### config.mk
export PLATFORM = sky130hd
export DESIGN_NAME = cpu_stage_sequencer
export DESIGN_NICKNAME = d
export VERILOG_FILES = /design/src/rtl/cpu_stage_sequencer_pkg.sv /design/src/rtl/cpu_stage_sequencer_mem_wait_watchdog.sv /design/src/rtl/cpu_stage_sequencer.sv
export SDC_FILE = /design/constraint.sdc
export NUM_CORES = 1
export LEC_CHECK = 0
export CAP_MARGIN = 20
export CORE_AREA = 2 2 77 134
export CTS_CLUSTER_SIZE = 40
export DETAILED_ROUTE_END_ITERATION = 12
export DIE_AREA = 0 0 79 136
export PLACE_DENSITY = 0.7
export REMOVE_ABC_BUFFERS = 1
export SLEW_MARGIN = 20
export SYNTH_ARGS = -nofsm -noshare
export SYNTH_HDL_FRONTEND = slang
export SYNTH_HIERARCHICAL = 1
export SYNTH_SLANG_ARGS = --single-unit
### constraint.sdc
create_clock -name clk -period 5.45 [get_ports clk]
set_input_delay 1.09 -clock clk [delete_from_list [all_inputs] [get_ports clk]]
set_output_delay 1.09 -clock clk [all_outputs]
set_load 0.005 [all_outputs]
### src/rtl/cpu_stage_sequencer_pkg.sv
// Shared TinyCPU architecture constants: stage encodings and instruction types.
// Replaces the old fixed NUM_STAGES / stage-number defines.
package cpu_stage_sequencer_pkg;

  localparam int STAGE_W = 3;
  localparam int TYPE_W  = 5;

  typedef logic [STAGE_W-1:0] stage_t;

  localparam logic [STAGE_W-1:0] STAGE_FETCH     = 3'd0;
  localparam logic [STAGE_W-1:0] STAGE_DECODE    = 3'd1;
  localparam logic [STAGE_W-1:0] STAGE_EXECUTE   = 3'd2;
  localparam logic [STAGE_W-1:0] STAGE_MEMORY    = 3'd3;
  localparam logic [STAGE_W-1:0] STAGE_PC_UPDATE = 3'd4;
  localparam logic [STAGE_W-1:0] STAGE_HALT      = 3'd5;

  localparam logic [TYPE_W-1:0] TYPE_ALU    = 5'd0;
  localparam logic [TYPE_W-1:0] TYPE_LOAD   = 5'd1;
  localparam logic [TYPE_W-1:0] TYPE_STORE  = 5'd2;
  localparam logic [TYPE_W-1:0] TYPE_BRANCH = 5'd3;
  localparam logic [TYPE_W-1:0] TYPE_HALT   = 5'd31;

  localparam logic [TYPE_W-1:0] HALT_TYPE = TYPE_HALT;

endpackage

### src/rtl/cpu_stage_sequencer_mem_wait_watchdog.sv
// Counts consecutive unanswered memory-request cycles and flags a sticky fault
// when MAX_WAIT of them elapse. MAX_WAIT=0 removes the watchdog entirely.
module cpu_stage_sequencer_mem_wait_watchdog #(
  parameter int MAX_WAIT = 255
) (
  input  logic clk,
  input  logic rst,
  input  logic mem_req,
  input  logic mem_ready,
  output logic expire,
  output logic fault
);

  generate
    if (MAX_WAIT > 0) begin : g_wd
      localparam int WW = (MAX_WAIT > 1) ? $clog2(MAX_WAIT) : 1;

      logic [WW-1:0] wait_cnt_reg;
      logic          fault_reg;

      // Expires on the MAX_WAIT-th request cycle only if ready is still low.
      assign expire = mem_req && !mem_ready && (wait_cnt_reg == WW'(MAX_WAIT - 1));
      assign fault  = fault_reg;

      always_ff @(posedge clk or negedge rst) begin
        if (!rst) begin
          wait_cnt_reg <= '0;
          fault_reg    <= 1'b0;
        end else begin
          if (!mem_req || mem_ready || expire)
            wait_cnt_reg <= '0;
          else
            wait_cnt_reg <= wait_cnt_reg + WW'(1);
          if (expire)
            fault_reg <= 1'b1;
        end
      end
    end else begin : g_no_wd
      assign expire = 1'b0;
      assign fault  = 1'b0;
    end
  endgenerate

endmodule

### src/rtl/cpu_stage_sequencer.sv
// TinyCPU multi-cycle stage controller: FETCH/DECODE/EXECUTE/MEMORY/PC_UPDATE
// with a variable-latency memory handshake, optional MEMORY skip and halt.
module cpu_stage_sequencer #(
  parameter int               STAGE_W   = cpu_stage_sequencer_pkg::STAGE_W,
  parameter int               TYPE_W    = cpu_stage_sequencer_pkg::TYPE_W,
  parameter logic [TYPE_W-1:0] HALT_TYPE = TYPE_W'(cpu_stage_sequencer_pkg::HALT_TYPE),
  parameter bit               SKIP_MEM  = 1'b0,
  parameter int               CNT_W     = 32,
  parameter int               MAX_WAIT  = 255
) (
  input  logic               clk,
  input  logic               rst,
  input  logic               run_en,
  input  logic [TYPE_W-1:0]  instr_type,
  input  logic               instr_is_mem,
  input  logic               mem_ready,
  output logic [STAGE_W-1:0] stage,
  output logic               mem_req,
  output logic               mem_is_fetch,
  output logic               issue_en,
  output logic               exec_en,
  output logic               pc_update_en,
  output logic               retire,
  output logic               halted,
  output logic               fault,
  output logic [CNT_W-1:0]   instret,
  output logic [CNT_W-1:0]   stall_cycles
);

  import cpu_stage_sequencer_pkg::*;

  stage_t           state_reg, state_next;
  logic             fetch_hold_reg;
  logic [CNT_W-1:0] instret_reg;
  logic [CNT_W-1:0] stall_reg;
  logic             in_fetch, in_mem, handshake, wd_expire, wd_fault;

  assign in_fetch = (state_reg == STAGE_FETCH);
  assign in_mem   = (state_reg == STAGE_MEMORY);

  // A fetch that has started keeps requesting until answered, even if run_en drops.
  // Gating with rst keeps the request low while reset is held.
  assign mem_req   = rst && ((in_fetch && (run_en || fetch_hold_reg)) || (in_mem && instr_is_mem));
  assign handshake = mem_req && mem_ready;

  assign stage        = STAGE_W'(state_reg);
  assign mem_is_fetch = in_fetch && mem_req;
  assign issue_en     = in_fetch && handshake;
  assign exec_en      = (state_reg == STAGE_EXECUTE);
  assign pc_update_en = (state_reg == STAGE_PC_UPDATE);
  assign retire       = (state_reg == STAGE_PC_UPDATE);
  assign halted       = (state_reg == STAGE_HALT);
  assign fault        = wd_fault;
  assign instret      = instret_reg;
  assign stall_cycles = stall_reg;

  cpu_stage_sequencer_mem_wait_watchdog #(
    .MAX_WAIT(MAX_WAIT)
  ) u_watchdog (
    .clk      (clk),
    .rst      (rst),
    .mem_req  (mem_req),
    .mem_ready(mem_ready),
    .expire   (wd_expire),
    .fault    (wd_fault)
  );

  always_comb begin
    state_next = state_reg;
    case (state_reg)
      STAGE_FETCH: begin
        if (wd_expire)      state_next = STAGE_HALT;
        else if (handshake) state_next = STAGE_DECODE;
      end
      STAGE_DECODE:
        state_next = (instr_type == HALT_TYPE) ? STAGE_HALT : STAGE_EXECUTE;
      STAGE_EXECUTE:
        state_next = (SKIP_MEM && !instr_is_mem) ? STAGE_PC_UPDATE : STAGE_MEMORY;
      STAGE_MEMORY: begin
        if (wd_expire)                      state_next = STAGE_HALT;
        else if (!instr_is_mem || handshake) state_next = STAGE_PC_UPDATE;
      end
      STAGE_PC_UPDATE: state_next = STAGE_FETCH;
      STAGE_HALT:      state_next = STAGE_HALT;
      // Unused encodings trap rather than run with undefined enables.
      default:         state_next = STAGE_HALT;
    endcase
  end

  always_ff @(posedge clk or negedge rst) begin
    if (!rst) begin
      state_reg      <= STAGE_FETCH;
      fetch_hold_reg <= 1'b0;
      instret_reg    <= '0;
      stall_reg      <= '0;
    end else begin
      state_reg      <= state_next;
      fetch_hold_reg <= in_fetch && mem_req && !mem_ready;
      if (state_reg == STAGE_PC_UPDATE)
        instret_reg <= instret_reg + CNT_W'(1);
      if (mem_req && !mem_ready && (stall_reg != '1))
        stall_reg <= stall_reg + CNT_W'(1);
    end
  end

endmodule

; ---- Yosys cells after proc, flatten, opt, wreduce, memory -nomap -nowiden
; Cells that the tools add are included.
[op_classes]
addsub = 3
n_eq_ne = 10
mux = 7
reduce_logical = 20
[op_table]
columns = op, count
row1 = $add 32x1->32 const B, 2
row2 = $ne 32x32->1 const B, 1
row3 = $mux 3, 5
row4 = $pmux 3 s5, 1
row5 = $logic_and 1x1->1, 10
row6 = $add 8x1->8 const B, 1
row7 = $eq 8x8->1 const B, 1
row8 = $mux 8, 1
row9 = $eq 3x2->1 const B, 2
row10 = $eq 3x3->1 const B, 2
row11 = $ne 3x1->1 const B, 2
row12 = $eq 5x5->1 const B, 1
row13 = $logic_or 1x1->1, 5
row14 = $eq 3x1->1 const B, 1
row15 = $logic_not 1->1, 3
row16 = $logic_not 3->1, 1
row17 = $reduce_and 2->1, 1
[totals]
register_bits = 77
in_bits = 10
output_inout_bits = 75
wordCells = 46

; ---- Depth between registers and ports, before layout
[depth]
word_depth = 9
mapped_depth = 10
mapped_depth_nobuf = 10

; ---- Cells and area by module
; The synthesis kept the hierarchy.
[by_module_without_submodules]
columns = module, n_inst, cells_per_inst, area_each_um2, seq_area_each_um2
row1 = cpu_stage_sequencer, 1, 309, 3335.7, 1701.6
row2 = cpu_stage_sequencer_mem_wait_watchdog, 1, 43, 449.2, 225.2

; ---- Least setup slack after synthesis
; No wires, ideal clock.
[synth_path]
kind = in2out
startpoint = in run_en
endpoint = out issue_en
arrival_time_ns = 2.177
required_ns = 4.360
setup_slack_ns = 2.183
stages = 5
path_buffers = 0
cell_sequence = nor2_1 o31ai_2 nand2_1 nor4_1 and2_1
[synth_between]
elab_chain_cells = 6
[synth_rtl]
columns = element, line
row1 = "start, declared", cpu_stage_sequencer.sv:13  ; input logic run_en,
row2 = $logic_or 1x1->1, cpu_stage_sequencer.sv:43  ; assign mem_req = rst && ((in_fetch && (run_en || fetch_hold_reg)) || (in_mem && instr_is_mem));
row3 = $logic_and 1x1->1, cpu_stage_sequencer.sv:43
row4 = $logic_or 1x1->1, cpu_stage_sequencer.sv:43
row5 = $logic_and 1x1->1, cpu_stage_sequencer.sv:43
row6 = $logic_and 1x1->1, cpu_stage_sequencer.sv:44  ; assign handshake = mem_req && mem_ready;
row7 = $logic_and 1x1->1, cpu_stage_sequencer.sv:48  ; assign issue_en = in_fetch && handshake;
row8 = "end, declared", cpu_stage_sequencer.sv:20  ; output logic issue_en,
; Every way passes these cells.

; ---- Final worst setup path
[layout_path]
startpoint = in instr_is_mem
endpoint = out issue_en
[layout_between]
elab_chain_cells = 5
[layout_rtl]
columns = element, line
row1 = "start, declared", cpu_stage_sequencer.sv:15  ; input logic instr_is_mem,
row2 = $logic_and 1x1->1, cpu_stage_sequencer.sv:43
row3 = $logic_or 1x1->1, cpu_stage_sequencer.sv:43
row4 = $logic_and 1x1->1, cpu_stage_sequencer.sv:43
row5 = $logic_and 1x1->1, cpu_stage_sequencer.sv:44
row6 = $logic_and 1x1->1, cpu_stage_sequencer.sv:48
; Every way passes these cells.

==> impl_metrics.csv <==
group,metric,value,unit
clock_network,clk_pin_slew,0.06,ns
power_and_ir_drop,p_seq_frac,0.421,
power_and_ir_drop,ir_drop,227,µV
clock_network,cts_tree,"built",
synth,synth_seq_cells,77,
global_route,grt_pass1_wl,14300,µm
routing,via_per_inst,5.28,
clock_network,insertion_delay,0.33,ns
critical_path,path_class,"in -> out",
synth,async_flop_share,1.00,
floorplan,dieArea,10700,µm²
synth,synth.distinct_cells,46,
routing,drc,0,
layout,antenna_cells,0,
power_and_ir_drop,intPower,1.23,mW
layout,num-fill-cells,882,
synth,ys.flop_type,"dfrtp_1",
critical_path,crit_buf_inv,3,
global_route,grt_use_total,0.168,
clock_network,holdBufCountCts,0,
layout,layout_commonest_cell,"clkdlybuf4s50_1",
sta,setup_viol,0,
routing,drtPass1Iterations,4,
critical_path,critical_path_arrival,3.08,ns
layout,drive_above_1_share,0.0917,
floorplan,io_pins,85,
sta,tns,0,ns
synth,yosys.area.top_type_share,0.509,
power_and_ir_drop,switching_share,0.263,
sta,period_needed,4.17,ns
placed_design,dpl_cell_area,4760,µm²
layout,post-route-cell-area,5110,µm²
sta,slew_violations,0,
critical_path,cp.required,4.36,ns
critical_path,crit_family,"buffers and inverters",
sta,fmax,0.240,GHz
power_and_ir_drop,p_sw,0.438,mW
layout,nNetsFinal,456,
critical_path,crit_top_cell,"clkdlybuf4s50_1",
outcome,outcome,"complete, no violations",
sta,finalHoldViolCount,0,
routing,drt_iter0_markers,148,
floorplan,num_rows,48,
critical_path,critPathMaxFanout,8,
power_and_ir_drop,power_density,327,nW/µm²
power_and_ir_drop,pwr-share-comb,0.168,
synth,synth.cell_area,3780,µm²
synth,syn_avg_cell_area,10.8,µm²
placed_design,post-dp-hpwl,6050,µm
synth,yosysTopAreaCell,"dfrtp_1",
synth,synth.area.top_cells,"dfrtp_1, xor2_1, xnor2_1, nand3_1, nand2_1",
power_and_ir_drop,pwr-share-clk,0.411,
routing,wl_per_cell,14.4,µm
flow_run,maxCapViolations,0,
floorplan,die_y,136,µm
critical_path,cp-end-kind,"output port",
critical_path,max_stage_delay,0.50,ns
global_route,antenna_found_initial,0,
critical_path,crit_path_top_delay_cell,"clkdlybuf4s50_1",
layout,final_cell_mix,"clkdlybuf4s50_1, dfrtp_1, xor2_1, nand3_1, nand2_1",
layout,synthToLayoutAreaGrowth,34.9,%
synth,synth_warnings,6,
sta,tightest_slew,0.946,ns
synth,synth_cells,352,
power_and_ir_drop,p_leak,2.25,nW
global_route,grt_overflow,0,
floorplan,core,9730,µm²
sta,fin_skew,0.00647,ns
synth,synth_edf_count,0,
layout,final_util,0.525,
sta,fin_crit_sh,0.766,
sta,relSlewSlack,0.370,
clock_network,post_cts_resized,0,
clock_network,cts_max_level,3,
global_route,grt_pass1_vias,2955,
min_path,hold_class,"reg -> reg",
clock_network,root_buffer,"clkbuf_16",
routing,via_count,3018,
routing,drt_wl_total,8260,µm
floorplan,start_util,0.389,
clock_network,cts_setup_buffers,0,
routing,drtAntennaViolNets,0,
critical_path,critPathLaunchType,"input port",
critical_path,crit_chain,"clkdlybuf4s50_1, nand3_1, o31ai_2, buf_4, nand2_1, nor4_1, and2_1, clkdlybuf4s50_1",
critical_path,r2r_slack,2.88,ns
clock_network,cts.path.max_buffers,2,
placed_design,io_buffers,84,
placed_design,routabilityCongestion,0.807,
clock_network,cts_sinks,77,
global_route,grt_max_degree,76,
floorplan,dieWidth,79,µm
clock_network,cts_made_buffers,9,
synth,ys_seq_area_frac,0.509,
sta,rsz0062_at_grt,"false",
==> metrics by stage <==
stage	setup slack, ns	hold slack (ns)	power [mW]	instances
6_report	1.28	0.467	1.67	572
5_1_grt	1.09	0.483	1.75	572
4_1_cts	1.25	0.475	1.69	572
3_5_place_dp	1.28	0.455	0.996	556
3_3_place_gp	1.39	0.465	0.989	556
2_1_floorplan	2.18	0.465	0.823	345
==> area by class of cell <==
type / count / area [µm²] / share of cell area
clock buffers: 9 / 225 / 0.0441
clock inverters: 7 / 123 / 0.0240
multi-input cells: 261 / 1800 / 0.352
inverters: 7 / 26.3 / 0.00515
repair buffers: 86 / 853 / 0.167
flip-flops and latches: 77 / 1930 / 0.377
well taps: 125 / 156 / 0.0306
==> power by group through the flow <==
stage                     Clock, mW  Combinational (mW)  Sequential, mW
after floorplan                   0               0.125           0.698
after global placement            0               0.279           0.710
after detailed placement          0               0.284           0.713
after CTS                     0.699               0.287           0.702
after global routing          0.724               0.314           0.713
final                         0.685               0.281           0.702
==> synth_stat cells, types with 3 or more instances <==
cell and count:
a31oi_1 8, and4_1 3, dfrtp_1 77, nor4_1 14, mux2_2 4, and3_1 11, ha_1 4, nor2b_1 5
or2_2 4, nand3_1 31, o21ai_0 5, nand2_1 29, nor3b_1 6, xnor2_1 24, nand4_1 10, nor2_1 18
xor2_1 36, inv_1 7, clkbuf_1 3, a21oi_1 6, nor3_1 14
==> routing by layer <==
metal,vias to the layer above,share of wire,track usage
li1,1446,-,-
met1,1482,0.40,0.198
met2,78,0.53,0.286
met3,12,0.049,0.0458
met4,0,0.019,0.0718
met5,-,0,0
==> logic make-up after synthesis <==
logic type,share of synthesized area
adders and majority gates,0.0132
xor gates and xnor gates,0.139
muxes,0.0119
and+or+nand+nor,0.258
AOI/OAI and AO/OA,0.0522
buffers and inverters,0.0165
DFF,0.509
==> worst paths after layout <==
path	start	endpoint	cells past startpoint
setup / recovery	instr_is_mem	issue_en	8
hold reg to reg	instret[31]	instret[31]	1
max in group asynchronous	rst	instret[4]	2
setup reg to reg	stage[1]	stage[0]	10
hold / removal	instret[31]	instret[31]	1
min in group asynchronous	rst	stall_cycles[22]	1
Power figures use the tool's default switching activity.
